$ cat config.mk
export PLATFORM = sky130hd
export DESIGN_NAME = seq_det_sched
export DESIGN_NICKNAME = d
export VERILOG_FILES = /design/src/rtl/seq_det_sched.sv
export SDC_FILE = /design/constraint.sdc
export NUM_CORES = 1
export LEC_CHECK = 0
export ABC_AREA = 1
export CORE_MARGIN = 5
export CORE_UTILIZATION = 54
export DETAILED_ROUTE_END_ITERATION = 6
export PLACE_DENSITY = 0.84
export SYNTH_ARGS = -nofsm -noshare
export SYNTH_HDL_FRONTEND = slang
export SYNTH_SLANG_ARGS = --single-unit
export TNS_END_PERCENT = 100
$ cat constraint.sdc
create_clock -name clk -period 3 [get_ports clk]
set_input_delay 0.6 -clock clk [delete_from_list [all_inputs] [get_ports clk]]
set_output_delay 0.6 -clock clk [all_outputs]
set_load 0.02 [all_outputs]
$ cat src/rtl/seq_det_sched.sv
// seq_det_sched
//   Round-robin scheduler sharing one external serial "0110" Moore detector
//   between two requesters. A granted frame is latched, the detector is
//   flushed with three '1' bits, the frame is shifted out MSB-first, and the
//   number of detector hits is returned with a one-cycle done pulse.
//
// Ports
//   clk        system clock, rising edge
//   rst        asynchronous active-high reset
//   req[1:0]   request levels, held until the matching gnt bit pulses
//   data0/1    W-bit frames, stable while requesting
//   gnt[1:0]   one-hot grant pulse in the first FLUSH cycle
//   busy       high from the gnt cycle through the done cycle
//   det_in     serial bit to the detector
//   det_out    detector output (Moore, one cycle after the 4th pattern bit)
//   done       one-cycle result pulse
//   done_id    requester served (held until the next done)
//   match_cnt  detector hits in the frame (held until the next done)
module seq_det_sched #(
    parameter int W  = 8,
    parameter int CW = $clog2(W+1)
) (
    input  logic          clk,
    input  logic          rst,
    input  logic [1:0]    req,
    input  logic [W-1:0]  data0,
    input  logic [W-1:0]  data1,
    output logic [1:0]    gnt,
    output logic          busy,
    output logic          det_in,
    input  logic          det_out,
    output logic          done,
    output logic          done_id,
    output logic [CW-1:0] match_cnt
);

    localparam int PW = $clog2(W);

    typedef enum logic [2:0] {IDLE, FLUSH, SHIFT, DRAIN, DONE} state_t;

    state_t        state;
    logic [W-1:0]  sh;        // frame, MSB is the next bit to send
    logic [CW-1:0] cnt;       // running hit count
    logic [PW-1:0] ph;        // cycle index within FLUSH / SHIFT
    logic          cur_id;    // requester being served
    logic          last_id;   // requester served last; reset to 1 so a first tie goes to 0
    logic          pick;

    // Single request wins outright; a tie goes to whoever was not served last.
    always_comb begin
        pick = 1'b0;
        case (req)
            2'b01:   pick = 1'b0;
            2'b10:   pick = 1'b1;
            2'b11:   pick = ~last_id;
            default: pick = 1'b0;
        endcase
    end

    always_ff @(posedge clk or posedge rst) begin
        if (rst) begin
            state     <= IDLE;
            gnt       <= 2'b00;
            busy      <= 1'b0;
            det_in    <= 1'b1;
            done      <= 1'b0;
            done_id   <= 1'b0;
            match_cnt <= '0;
            last_id   <= 1'b1;
            cur_id    <= 1'b0;
            sh        <= '0;
            cnt       <= '0;
            ph        <= '0;
        end else begin
            gnt  <= 2'b00;
            done <= 1'b0;
            case (state)
                IDLE: begin
                    det_in <= 1'b1;
                    if (|req) begin
                        state   <= FLUSH;
                        gnt     <= pick ? 2'b10 : 2'b01;
                        busy    <= 1'b1;
                        cur_id  <= pick;
                        last_id <= pick;
                        sh      <= pick ? data1 : data0;
                        cnt     <= '0;
                        ph      <= '0;
                    end
                end
                FLUSH: begin
                    // det_in stays 1 for the three flush cycles; on the last
                    // one preload the first frame bit for SHIFT cycle 0.
                    ph <= ph + PW'(1);
                    if (ph == PW'(2)) begin
                        state  <= SHIFT;
                        ph     <= '0;
                        det_in <= sh[W-1];
                        sh     <= {sh[W-2:0], 1'b0};
                    end
                end
                SHIFT: begin
                    cnt <= cnt + CW'(det_out);
                    ph  <= ph + PW'(1);
                    if (ph == PW'(W-1)) begin
                        state  <= DRAIN;
                        det_in <= 1'b1;
                    end else begin
                        det_in <= sh[W-1];
                        sh     <= {sh[W-2:0], 1'b0};
                    end
                end
                DRAIN: begin
                    // This sample catches a match completed by the last frame bit.
                    cnt       <= cnt + CW'(det_out);
                    match_cnt <= cnt + CW'(det_out);
                    done_id   <= cur_id;
                    done      <= 1'b1;
                    state     <= DONE;
                end
                DONE: begin
                    busy  <= 1'b0;
                    state <= IDLE;
                end
                default: state <= IDLE;
            endcase
        end
    end

endmodule

# == After elaboration in Yosys (flattened, before gate mapping) ==
# Index checks and enable logic that the tools add are counted.
# word_totals
input_bits,21
regBits,30
output_inout_bits,10
latchBits,0
mem_bits_rw,0
word_cells,64
mem_bits_ro,0
mem_count,0
# op_classes
shift,0
eq_ne,12
n_div,0
multipliers,0
n_mux,24
bitwise_logic,1
n_reduce_logical,13
n_lt_le_gt_ge,0
addsub,2
# ops
operator,n
$mux W8,4
$pmux W8 S3,1
$mux W3,5
$pmux W3 S4,1
$reduce_and A2 Y1,5
$eq A3 B2 Y1 const B,3
$pmux W3 S3,1
$ne A2 B2 Y1 const B,4
$pmux W4 S2,1
$eq A3 B3 Y1 const B,2
$mux W2,3
$add A4 B1 Y4,1
$eq A2 B2 Y1 const B,2
$mux W1,4
$mux W4,1
$pmux W1 S2,2
$reduce_and A4 Y1,1
$reduce_bool A2 Y1,2
$reduce_or A2 Y1,2
$add A3 B1 Y3 const B,1
$eq A3 B1 Y1 const B,1
$logic_not A3 Y1,1
$pmux W1 S3,1
$reduce_and A3 Y1,1
other kinds (2),2

# == Longest topological paths before layout ==
# logic_depth
word_depth,5
depth_mapped,8
ltp_nobuf,8

# == Least setup slack after synthesis ==
# No wires, ideal clock.
# synth_timing
path_kind,input port to flip-flop
start,in req[0]
end,reg sh[1]
setup_time_ns,0.119
required_time_ns,2.881
t_arrival_ns,1.277
stages,8
slack_ns,1.604
n_path_buf,0
path_cell_list,nand2_1 nand2_1 nand2_1 nand2_1 nand2_1 nand2_1 nand2_1 nand2_1
# synth_between
elab_chain_len,5
word_cells_on_any_way,9
classes_between,3 x eq/ne; 4 x mux; 2 x reduce/logical
# synth_rtl
item,line_no,rtl
start: declaration,25,"input logic [1:0] req,"
$eq A2 B2 Y1,52,case (req)
$pmux W1 S2,52,
$mux W8,86,sh <= pick ? data1 : data0;
$mux W8,80,if (|req) begin
$pmux W8 S3,77,case (state)
end signal: assignment,86,
end signal: assignment,99,"sh <= {sh[W-2:0], 1'b0};"
end signal: assignment,110,"sh <= {sh[W-2:0], 1'b0};"
end: declaration,42,logic [W-1:0] sh;
# Parallel ways exist; a longest one is shown, timed or not. The select of a mux whose other input is x is not followed.
# A chain may end at the register's enable or synchronous reset.

# == Worst setup path in the final report ==
# layout_timing
start,reg det_in
end,out det_in
# layout_rtl
item,line_no,rtl
start: declaration,30,"output logic det_in,"
start signal: assignment,98,det_in <= sh[W-1];
start signal: assignment,109,det_in <= sh[W-1];
# No word-level cell between the ends.

==> flow_summary_export.csv <==
group,metric,value,unit
run_status,outcome,"finished, final reports clean",
floorplanning,io_pins,31,
clocking,cts.repair.resized,0,
sta,whs,0.474,ns
finish,final_net_count,260,
critical_path,slowest_delay,0.59,ns
grt,grt-busiest-layer,"met2",
grt,globalRouteMet3Util,0.0480,
clocking,cts_buffer_depth,2,
floorplanning,design.die.area,4020,um2
route,via_count,1363,
critical_path,crit_slowest_cell,"clkdlybuf4s50_1",
floorplanning,die_x,63.4,um
floorplanning,die_h,63.4,um
sta,slew_headroom,0.743,
critical_path,arrival,1.47,ns
sta,period_share,0.689,
finish,drive_gt1_frac,0.0979,
logic_synthesis,synth_edf_count,0,
grt,track_usage,0.176,
sta,fin_setup_tns,0,ns
clocking,clkSlewWorstSetupHoldPaths,0.10,ns
sta,slew_viol_final,0,
grt,antenna_found_initial,0,
place,placed_cells_incl_taps,258,
critical_path,start_kind,"flip-flop",
logic_synthesis,ys_ff_latch,30,
route,wl,3350,um
floorplanning,fp-row-count,19,
logic_synthesis,yosysTopAreaCell,"dfrtp_1",
logic_synthesis,synthesis.nets,223,
logic_synthesis,ys_seq_area_frac,0.489,
grt,grt_max_degree,31,
critical_path,cp_cell_sequence,"clkdlybuf4s50_1",
logic_synthesis,synth_most_common_cell,"nand2_1",
logic_synthesis,netlist_top_cells_area,"dfrtp_1 (45%), nand2_1 (22%), ha_1 (4.1%), nand3_1 (3.9%), o21ai_1 (3.6%)",
logic_synthesis,asyncSetResetFlopFracSynth,1.00,
clocking,htreeDepth,2,
floorplanning,start_util,0.559,
finish,diodes,0,
route,first_pass_iters,4,
grt,grt_pass1_vias,1343,
grt,globalRouteMet2Util,0.279,
pwr,ir_drop,0.839,mV
job,cap_viol_max_count,0,
route,viasPerCell,5.12,
clocking,numCtsBuffers,5,
pwr,total_power,1.95,mW
critical_path,worstSetupEndpointType,"primary output",
sta,setup_viol,0,
logic_synthesis,synthDominantCellAreaShare,0.455,
clocking,cts_setup_buffers,0,
sta,fin_worst_skew,0.0132,ns
sta,hold_viol,0,
grt,grt_pass1_wl,5710,um
logic_synthesis,avgSynthCellArea,7.82,um2
pwr,power_leakage,1.04,nW
sta,fmax,484,MHz
critical_path,cp_max_fo,2,
route,drt_iter0_drc,77,
clocking,cts_sinks,30,
place,io_buffers,30,
route,final_antenna_net_count,0,
sta,max_slew.worst_pin.slew,0.384,ns
place,dp_hpwl,2500,um
route,drcViolationCount,0,
route,post_drt_wl_per_cell,12.6,um
sta,rsz0062_at_grt,"false",
logic_synthesis,syn_inst,197,
logic_synthesis,ys_warn_count,0,
grt,met1_usage,0.228,
floorplanning,core_region_area,2760,um2
place,gp_congestion,0.834,
logic_synthesis,dominantRegCellSynth,"dfrtp_1",
clocking,cts_hold_buf,0,
sta,fin_crit,2.07,ns
clocking,cts_tree,"done",
critical_path,crit_buf_inv,1,
finish,area_growth,25.3,%
clocking,clk-insertion-delay-late,0.33,ns
min_path,min_path_type,"flip-flop to flip-flop",
critical_path,critPathKind,"flip-flop to primary output",
clocking,cts_root_buffer,"clkbuf_4",
critical_path,crit_family,"buffers and inverters",
finish,final_cell_count_no_fill,266,
logic_synthesis,syn_area,1540,um2
logic_synthesis,yosysUniqueCellTypes,23,
grt,gr-total-overflow,0,
pwr,powerDensity,1010,nW/um2
critical_path,required,2.40,ns
finish,fin_util,0.701,
logic_synthesis,synth_common_cells,"nand2_1 (92), dfrtp_1 (28), inv_1 (12), nand3_1 (12), o21ai_1 (11)",
[path summary, 6_finish.rpt]
check / startpoint / to / slack [ns] / depth (start not counted)
min in group asynchronous: rst / sh[4]$_DFFE_PP0P_ / 0.63 / 3
max in group asynchronous: rst / last_id$_DFFE_PP1P_ / 2.04 / 3
hold reg to reg: last_id$_DFFE_PP1P_ / last_id$_DFFE_PP1P_ / 0.47 / 2
hold / removal: last_id$_DFFE_PP1P_ / last_id$_DFFE_PP1P_ / 0.47 / 2
setup / recovery: det_in$_DFFE_PP1P_ / det_in / 0.93 / 1
setup reg to reg: ph[1]$_DFFE_PP0P_ / sh[1]$_DFFE_PP0P_ / 1.50 / 7
[registers in the layout, summed over array words and instances (netlist names)]
name and count:
busy 1, cnt 4, cur_id 1, det_in 1, done 1, done_id 1
gnt 2, last_id 1, match_cnt 4, ph 3, sh 8, state 3
[stage by stage]
| step | setup slack [ns] | instance area, um2 |
|---|---|---|
| after global routing | 0.910 | 1930 |
| after global placement | 0.924 | 1880 |
| after floorplan | 1.60 | 1540 |
| after detailed placement | 0.865 | 1880 |
| final | 0.933 | 1930 |
| after CTS | 0.929 | 1930 |
[cells in the final DEF (no fill, tap or decap), drive strengths merged]
master and count:
nand2 97, a21oi 3, clkdlybuf4s50 30, inv 17, dfstp 2, xor2 2, and2 1, dfrtp 28
clkbuf 8, ha 5, o21ai 15, nor2 9, nand3 14, nor3 1, nand3b 1, nand4 1
buf 1
[report_power, final]
group          internal [mW]  switching (mW)
registers              0.578           0.103
logic                  0.372           0.674
clock network         0.0932           0.133
[routing by layer]
metal	part of all wire	wire length [um]
met1	0.47	1580
met5	0	0
met3	0.045	150
met2	0.47	1570
met4	0.015	49
[worst reg2reg max path, cell delays in order, from the launching register on]
cell and delay, ns:
dfrtp_1 0.41, ha_1 0.20, ha_1 0.21, nand3_1 0.12, nand2_2 0.17, nor2_8 0.20
nand2_1 0.07, nand2_1 0.06
[cells by family (layout without fill, tap and decap cells)]
family | count (synthesis) | count (layout) | share of synthesized area
xor gates and xnor gates | 2 | 2 | 0.0114
adders and majority gates | 5 | 5 | 0.0406
DFF | 30 | 30 | 0.489
and+or+nand+nor | 124 | 124 | 0.355
AOI/OAI and AO/OA | 18 | 18 | 0.0584
buffers and inverters | 18 | 56 | 0.0463
[cell type report]
class                   instances  area [um2]
clock buffers                   8        48.8
well taps                      31        38.8
inverters                      17        66.3
fillers                       222         826
multi-input cells             149         717
flip-flops and latches         30         753
repair buffers                 31         308
Note: power is estimated with default switching activity, not from simulation.
